--- src/rtl/counter_pkg.sv ---
// Shared constants and FSM encoding for the parameterised up/down counter.
package counter_pkg;

  localparam int unsigned      DEFAULT_WIDTH   = 4;
  localparam longint unsigned  DEFAULT_MODULUS = 16;

  typedef enum logic {
    ST_RUN  = 1'b0,
    ST_HALT = 1'b1
  } state_t;

endpackage

--- src/rtl/dff_bank.sv ---
// WIDTH-bit D register with synchronous reset, providing the true and
// complemented count as separately registered outputs.
module dff_bank
  import counter_pkg::*;
#(
  parameter int unsigned WIDTH = DEFAULT_WIDTH
) (
  input  logic             i_clk,
  input  logic             i_rst,
  input  logic [WIDTH-1:0] i_d,
  output logic [WIDTH-1:0] o_q,
  output logic [WIDTH-1:0] o_nq
);

  // Declaration values give a defined count before the first reset.
  logic [WIDTH-1:0] r_q  = '0;
  logic [WIDTH-1:0] r_nq = '1;

  always_ff @(posedge i_clk) begin
    if (i_rst) begin
      r_q  <= '0;
      r_nq <= '1;
    end else begin
      r_q  <= i_d;
      r_nq <= ~i_d;
    end
  end

  assign o_q  = r_q;
  assign o_nq = r_nq;

endmodule

--- src/rtl/param_counter.sv ---
// Modulo-N up/down counter with saturating parallel load and an optional
// one-shot mode that halts at terminal count until reloaded or reset.
module param_counter
  import counter_pkg::*;
#(
  parameter int unsigned     WIDTH    = DEFAULT_WIDTH,
  parameter longint unsigned MODULUS  = DEFAULT_MODULUS,
  parameter bit              ONE_SHOT = 1'b0
) (
  input  logic             clk,
  input  logic             rst,
  input  logic             en,
  input  logic             up_dn,
  input  logic             load,
  input  logic [WIDTH-1:0] load_val,
  output logic [WIDTH-1:0] Q,
  output logic [WIDTH-1:0] NQ,
  output logic             tc,
  output logic             done
);

  // Terminal value computed in 64 bits then truncated, so MODULUS = 2^WIDTH
  // yields all ones without overflowing a WIDTH-bit comparator.
  localparam logic [WIDTH-1:0] MAX_VAL = WIDTH'(MODULUS - 64'd1);

  state_t           r_state = ST_RUN;
  logic             r_done  = 1'b0;

  logic             w_atMax;
  logic             w_atZero;
  logic             w_halted;
  logic             w_stopAtTc;
  logic [WIDTH-1:0] w_loadSat;
  logic [WIDTH-1:0] w_countNext;
  logic [WIDTH-1:0] w_qNext;

  always_comb begin
    w_atMax     = (Q == MAX_VAL);
    w_atZero    = (Q == '0);
    tc          = en & ((up_dn & w_atMax) | (~up_dn & w_atZero));
    w_loadSat   = (load_val > MAX_VAL) ? MAX_VAL : load_val;
    w_countNext = up_dn ? (w_atMax  ? '0      : Q + WIDTH'(1))
                        : (w_atZero ? MAX_VAL : Q - WIDTH'(1));
    w_halted    = ONE_SHOT && (r_state == ST_HALT);
    w_stopAtTc  = ONE_SHOT && tc;

    w_qNext = Q;
    if (load) begin
      w_qNext = w_loadSat;
    end else if (en && !w_halted && !w_stopAtTc) begin
      w_qNext = w_countNext;
    end
  end

  dff_bank #(
    .WIDTH (WIDTH)
  ) u_bank (
    .i_clk (clk),
    .i_rst (rst),
    .i_d   (w_qNext),
    .o_q   (Q),
    .o_nq  (NQ)
  );

  // One-shot FSM: an enabled terminal count parks in HALT; load or reset resumes.
  always_ff @(posedge clk) begin
    if (rst) begin
      r_state <= ST_RUN;
      r_done  <= 1'b0;
    end else if (load) begin
      r_state <= ST_RUN;
      r_done  <= 1'b0;
    end else if (ONE_SHOT && (r_state == ST_RUN) && tc) begin
      r_state <= ST_HALT;
      r_done  <= 1'b1;
    end
  end

  assign done = ONE_SHOT ? r_done : 1'b0;

endmodule

--- config.mk ---
export PLATFORM = sky130hd
export DESIGN_NAME = param_counter
export DESIGN_NICKNAME = d
export VERILOG_FILES = /design/src/rtl/counter_pkg.sv /design/src/rtl/dff_bank.sv /design/src/rtl/param_counter.sv
export SDC_FILE = /design/constraint.sdc
export NUM_CORES = 1
export LEC_CHECK = 0
export CORE_AREA = 2 2 39 41
export DETAILED_ROUTE_END_ITERATION = 7
export DIE_AREA = 0 0 41 43
export PLACE_DENSITY = 0.69
export SETUP_SLACK_MARGIN = 0.4
export SLEW_MARGIN = 20
export SYNTH_ARGS = -nofsm -noshare
export SYNTH_HDL_FRONTEND = slang
export SYNTH_SLANG_ARGS = --single-unit
--- constraint.sdc ---
create_clock -name clk -period 4.45 [get_ports clk]
set_input_delay 0.445 -clock clk [delete_from_list [all_inputs] [get_ports clk]]
set_output_delay 0.445 -clock clk [all_outputs]
set_load 0.005 [all_outputs]
**After elaboration in Yosys (flattened, before gate mapping)**

Index checks and enable logic that the tools add are counted.

- Equality and inequality tests: 1
- Reduce and logical (&&, ||, !) cells: 1
- Magnitude comparators: 1
- Bitwise gates (word level): 6
- Add/subtract/negate cells: 2
- Muxes and demuxes: 6

Operators by type and width:

| kind | number |
|---|---|
| 4-bit two-way mux | 6 |
| 4-bit by 1-bit adder with 4-bit output, second input constant | 1 |
| 4-bit equality test, second input constant | 1 |
| 4-bit greater-than comparator, second input constant | 1 |
| 4-bit zero test | 1 |
| 4-bit inverter | 1 |
| 4-bit by 1-bit subtractor with 4-bit output, second input constant | 1 |
| 1-bit AND | 3 |
| 1-bit inverter | 1 |
| 1-bit bitwise OR | 1 |

- Bits in registers: 8
- Output and inout port bits: 10
- Input port bits: 9

**Depth between registers and ports, before layout**

- Word-level depth: 6
- Mapped depth: 6
- Gate-level depth less buffers: 6

**Hierarchy**

A second synthesis with hierarchy kept.

- Cell total of the unflattened synthesis: 49
- Area total of the unflattened synthesis: 429.2 µm²

By module, submodules not included:

| module | sequential area each (µm²) | times used | cells each | area an instance (µm²) |
|---|---|---|---|---|
| param_counter | 0.0 | 1 | 33 | 219.0 |
| dff_bank | 160.2 | 1 | 16 | 210.2 |

**Worst setup path before layout**

Ideal clock, no wire load.

- Kind: register to register
- Start point: reg u_bank.r_q[0] (netlist: u_bank.o_q[0])
- End point: reg u_bank.r_nq[2] (netlist: u_bank.o_nq[2])
- Setup time: 127 ps
- Path slack: 2891 ps
- Stages on the path, launching flop included: 7
- Data arrival time: 1432 ps
- Clock period less this slack: 1559 ps
- Cells stage by stage: dfxtp_1 > inv_1 > ha_1 > mux2_2 > nand2_1 > a221oi_1 > or3_1

- Longest elaborated chain between the ends: 6
- Elaborated cells between the ends (all ways): 10
- Those cells by class: add/sub: 2; eq/ne: 1; mux: 5; bitwise: 1; reduce/logical: 1

RTL lines:

| what | line | RTL |
|---|---|---|
| from (decl) | dff_bank.sv:16 | `logic [WIDTH-1:0] r_q = '0;` |
| from (signal assigned) | dff_bank.sv:24 | `r_q <= i_d;` |
| 4-bit by 1-bit subtractor with 4-bit output (tied with other cells) | param_counter.sv:43 | `: (w_atZero ? MAX_VAL : Q - WIDTH'(1));` |
| 4-bit two-way mux (on tied branches) | param_counter.sv:43, param_counter.sv:42 |  |
| 4-bit two-way mux * | param_counter.sv:42 | `w_countNext = up_dn ? (w_atMax ? '0 : Q + WIDTH'(1))` |
| 4-bit two-way mux * | param_counter.sv:50 | `end else if (en && !w_halted && !w_stopAtTc) begin` |
| 4-bit two-way mux * | param_counter.sv:48 | `if (load) begin` |
| 4-bit inverter * | dff_bank.sv:25 | `r_nq <= ~i_d;` |
| to (signal assigned) | dff_bank.sv:25 |  |
| to (decl) | dff_bank.sv:17 | `logic [WIDTH-1:0] r_nq = '1;` |

Mark *: on every way between the ends. The rest lies on a longest branch, timed or not.
A chain may end at the register's enable or synchronous reset.

**Worst setup path in the final report**

- Start point: in up_dn
- End point: out tc

- Longest elaborated chain between the ends: 4
- Elaborated cells between the ends (all ways): 5
- Those cells by class: bitwise: 5

RTL lines:

| what | line | RTL |
|---|---|---|
| from (decl) | param_counter.sv:13 | `input logic up_dn,` |
| 1-bit inverter | param_counter.sv:40 | `tc = en & ((up_dn & w_atMax) \| (~up_dn & w_atZero));` |
| 1-bit AND | param_counter.sv:40 |  |
| 1-bit bitwise OR * | param_counter.sv:40 |  |
| 1-bit AND * | param_counter.sv:40 |  |
| to (decl) | param_counter.sv:18 | `output logic tc,` |

Marked as above.

==> results.py <==
metrics = {
    "run_status": {
        "outcome": "completed",
    },
    "place": {
        "number_of_input_and_output_port_buffers_inserted": 17,
        "detailed_place.area_um2": 648,
        "place_hpwl_um": 701,
        "place_worst_setup_slack_ns": 2.11,
        "routability_congestion_estimate": 0.669,
    },
    "cells_and_area": {
        "stdcell_area_um2": 671,
        "final_core_util_pct": 48.5,
        "area_growth_pct": 38.1,
        "final_layout_size_suffix_gt1_share_pct": 9.46,
        "insertedDiodeCount": 0,
        "nFillCells": 142,
        "layout.nets": 88,
    },
    "critical_path": {
        "cp_max_fo": 8,
        "timing.critical_path.from_type": "primary input",
        "critPathRequiredTime_ns": 4.01,
        "setup.worst_path.class": "primary input to output port",
        "critical_path.startpoint": "up_dn",
        "critPathCaptureType": "output port",
        "critical_path.reg2reg.startpoint": "u_bank.o_q[0]",
        "critical_path_arrival_ns": 1.90,
    },
    "logic_synthesis": {
        "synth_cell_types": 32,
        "async_flop_share_pct": 0,
        "netlist_top_cells_area": "sky130_fd_sc_hd__dfxtp_1, sky130_fd_sc_hd__ha_1, sky130_fd_sc_hd__inv_1",
        "synth-edff-count": 0,
        "yosysWarningCount": 0,
        "library_cell_with_the_highest_instance_count_after_synthesis": "sky130_fd_sc_hd__dfxtp_1",
        "synth-seq-area-share_pct": 33.0,
        "ys_dominant_reg_cell": "sky130_fd_sc_hd__dfxtp_1",
        "synth_fp_nets": 70,
        "synth.ff_latch_count": 8,
        "synth_mux_area_share_pct": 4.38,
        "syn-mean-instance-area_um2": 8.37,
        "synth-simple-area-share_pct": 19.1,
        "synth_compound_gate_area_share_pct": 21.1,
        "yosys.area.top_type_share_pct": 33.0,
        "netlist_top_cells_count": "sky130_fd_sc_hd__dfxtp_1, sky130_fd_sc_hd__inv_1, sky130_fd_sc_hd__nand2_1",
        "synth-adder-area-share_pct": 7.73,
        "synthDominantAreaCellType": "sky130_fd_sc_hd__dfxtp_1",
        "mappedNetlistArea_um2": 485,
        "synth_xor_xnor_area_share_pct": 3.61,
        "synth_cells": 58,
        "synth_top_family_by_area": "compound AO/OA/AOI/OAI gates",
    },
    "clocking": {
        "post_cts_hold_buffer_count": 0,
        "number_of_buffers_inserted_to_repair_setup_after_cts": 0,
        "max-clock-path-buffers": 2,
        "tritoncts": "yes",
        "clock_buffers_created_by_tritoncts": 3,
        "cts.clk_slew.worst_paths_ns": 0.05,
        "htree_num_levels": 1,
        "clock_latency_on_the_worst_skew_pair_ns": 0.25,
        "ctsResizeCount": 0,
        "clock_tree.root_cell": "sky130_fd_sc_hd__clkbuf_4",
        "cts_num_sinks": 8,
    },
    "power": {
        "irDropWorstVdd_mv": 0.119,
        "comb_power_share_pct": 26.9,
        "sequentialPowerShare_pct": 44.6,
        "p_sw_share_pct": 26.4,
        "clock_power_share_pct": 28.6,
        "cell_internal_power_dissipation_w": 0.000140,
        "power.density_mw_per_mm2": 284,
        "total_leakage_power_nw": 0.283,
        "switchingPower_w": 0.0000503,
    },
    "drt": {
        "drt_iter0_markers": 4,
        "route.final.wire_length_um": 949,
        "wl_per_cell_um": 10.5,
        "first_pass_iters": 4,
        "ant_nets": 0,
        "drt-vias-per-instance": 4.89,
        "dr_total_vias": 440,
        "post-route-drc-count": 0,
    },
    "timing": {
        "fin_ws_ns": 2.10,
        "max_freq_mhz": 426,
        "final-max-slew-violation-count": 0,
        "skew_ns": 0.00158,
        "setup_total_negative_slack_ns": 0,
        "layout_min_cycle_time_ns": 2.35,
        "hold_viol": 0,
        "unrepaired_setup_endpoints_after_global_routing": "false",
        "finalCritPeriodShare_pct": 52.8,
        "setup-violations-final": 0,
    },
    "global_route": {
        "grt_antenna_before_repair": 0,
        "grt_max_degree": 9,
        "gr-usage-all-layers_pct": 12.9,
        "gr-total-overflow": 0,
        "number_of_global_route_vias_before_repair": 400,
        "wire_length_of_the_first_global_routing_pass_um": 1540,
    },
    "floorplanning": {
        "die_x_um": 41,
        "pin_count": 19,
        "initial_core_util_pct": 35.1,
        "die_h_um": 43,
        "core_area_mm2": 0.00138,
        "core.rowCount": 14,
        "fp.dieArea_mm2": 0.00176,
    },
    "job": {
        "cap_violations": 0,
    },
    "worst_hold_path": {
        "timing.hold.worst.start": "u_bank.o_q[1]",
        "hold_class": "register to register",
    },
}
-- path summary, 6_finish.rpt --
kind,to,slack (ns),cells after the start
max,tc,2.10,5
min,u_bank.o_nq[1],0.73,3
max reg2reg,u_bank.o_nq[2],2.74,6
min reg2reg,u_bank.o_nq[1],0.73,3
-- power by group through the flow --
stage | logic [W] | registers [W] | clock network [W]
after global placement | 0.0000513 | 0.0000862 | 0
after CTS | 0.0000517 | 0.0000847 | 0.0000557
final | 0.0000512 | 0.0000849 | 0.0000544
after global routing | 0.0000569 | 0.0000859 | 0.0000588
after detailed placement | 0.0000512 | 0.0000862 | 0
after floorplan | 0.0000286 | 0.0000858 | 0
-- logic make-up after synthesis --
logic type,after synthesis
AND/OR/NAND/NOR,18
AO/OA/AOI/OAI,14
buffers and inverters,10
flip-flops,8
adder cells (fa/ha/maj),3
XOR/XNOR,2
multiplexers,2
other,1
-- final cells by class --
type | instances | area, um^2 | area share [%]
multi-input cells | 40 | 275 | 41.0
well taps | 16 | 20.0 | 2.99
inverters | 6 | 22.5 | 3.36
clock buffers | 3 | 22.5 | 3.36
flip-flops and latches | 8 | 160 | 23.9
repair buffers | 17 | 170 | 25.4
-- critical path: stages --
cell and delay (ns):
sky130_fd_sc_hd__clkdlybuf4s50_1 0.63, sky130_fd_sc_hd__nand2_1 0.09, sky130_fd_sc_hd__o22ai_1 0.11, sky130_fd_sc_hd__and2_1 0.14, sky130_fd_sc_hd__clkdlybuf4s50_1 0.49
-- layout by cell type (no fill, tap or decap), types with 2 or more instances in the layout --
cell type,count
sky130_fd_sc_hd__o21ai_0,2
sky130_fd_sc_hd__dfxtp_1,8
sky130_fd_sc_hd__ha_1,3
sky130_fd_sc_hd__nor2_1,3
sky130_fd_sc_hd__inv_1,6
sky130_fd_sc_hd__a211o_1,2
sky130_fd_sc_hd__nor2b_1,2
sky130_fd_sc_hd__nand2_1,5
sky130_fd_sc_hd__clkdlybuf4s50_1,17
sky130_fd_sc_hd__a21oi_1,3
sky130_fd_sc_hd__clkbuf_4,3
sky130_fd_sc_hd__nor3_1,2
-- per-stage QoR --
| step | std cells | hold slack [ns] | total power [W] |
|---|---|---|---|
| after floorplan | 58 | 0.517 | 0.000114 |
| after global placement | 87 | 0.755 | 0.000138 |
| after detailed placement | 87 | 0.729 | 0.000137 |
| after CTS | 90 | 0.737 | 0.000192 |
| after global routing | 90 | 0.798 | 0.000202 |
| final | 90 | 0.725 | 0.000190 |
-- layer usage --
metal,global-route usage (%),routed length (um)
met1,15.2,437
met2,18.8,466
met3,3.14,45
met4,10.0,0
met5,0,0
Note: power is estimated with default switching activity, not from simulation.
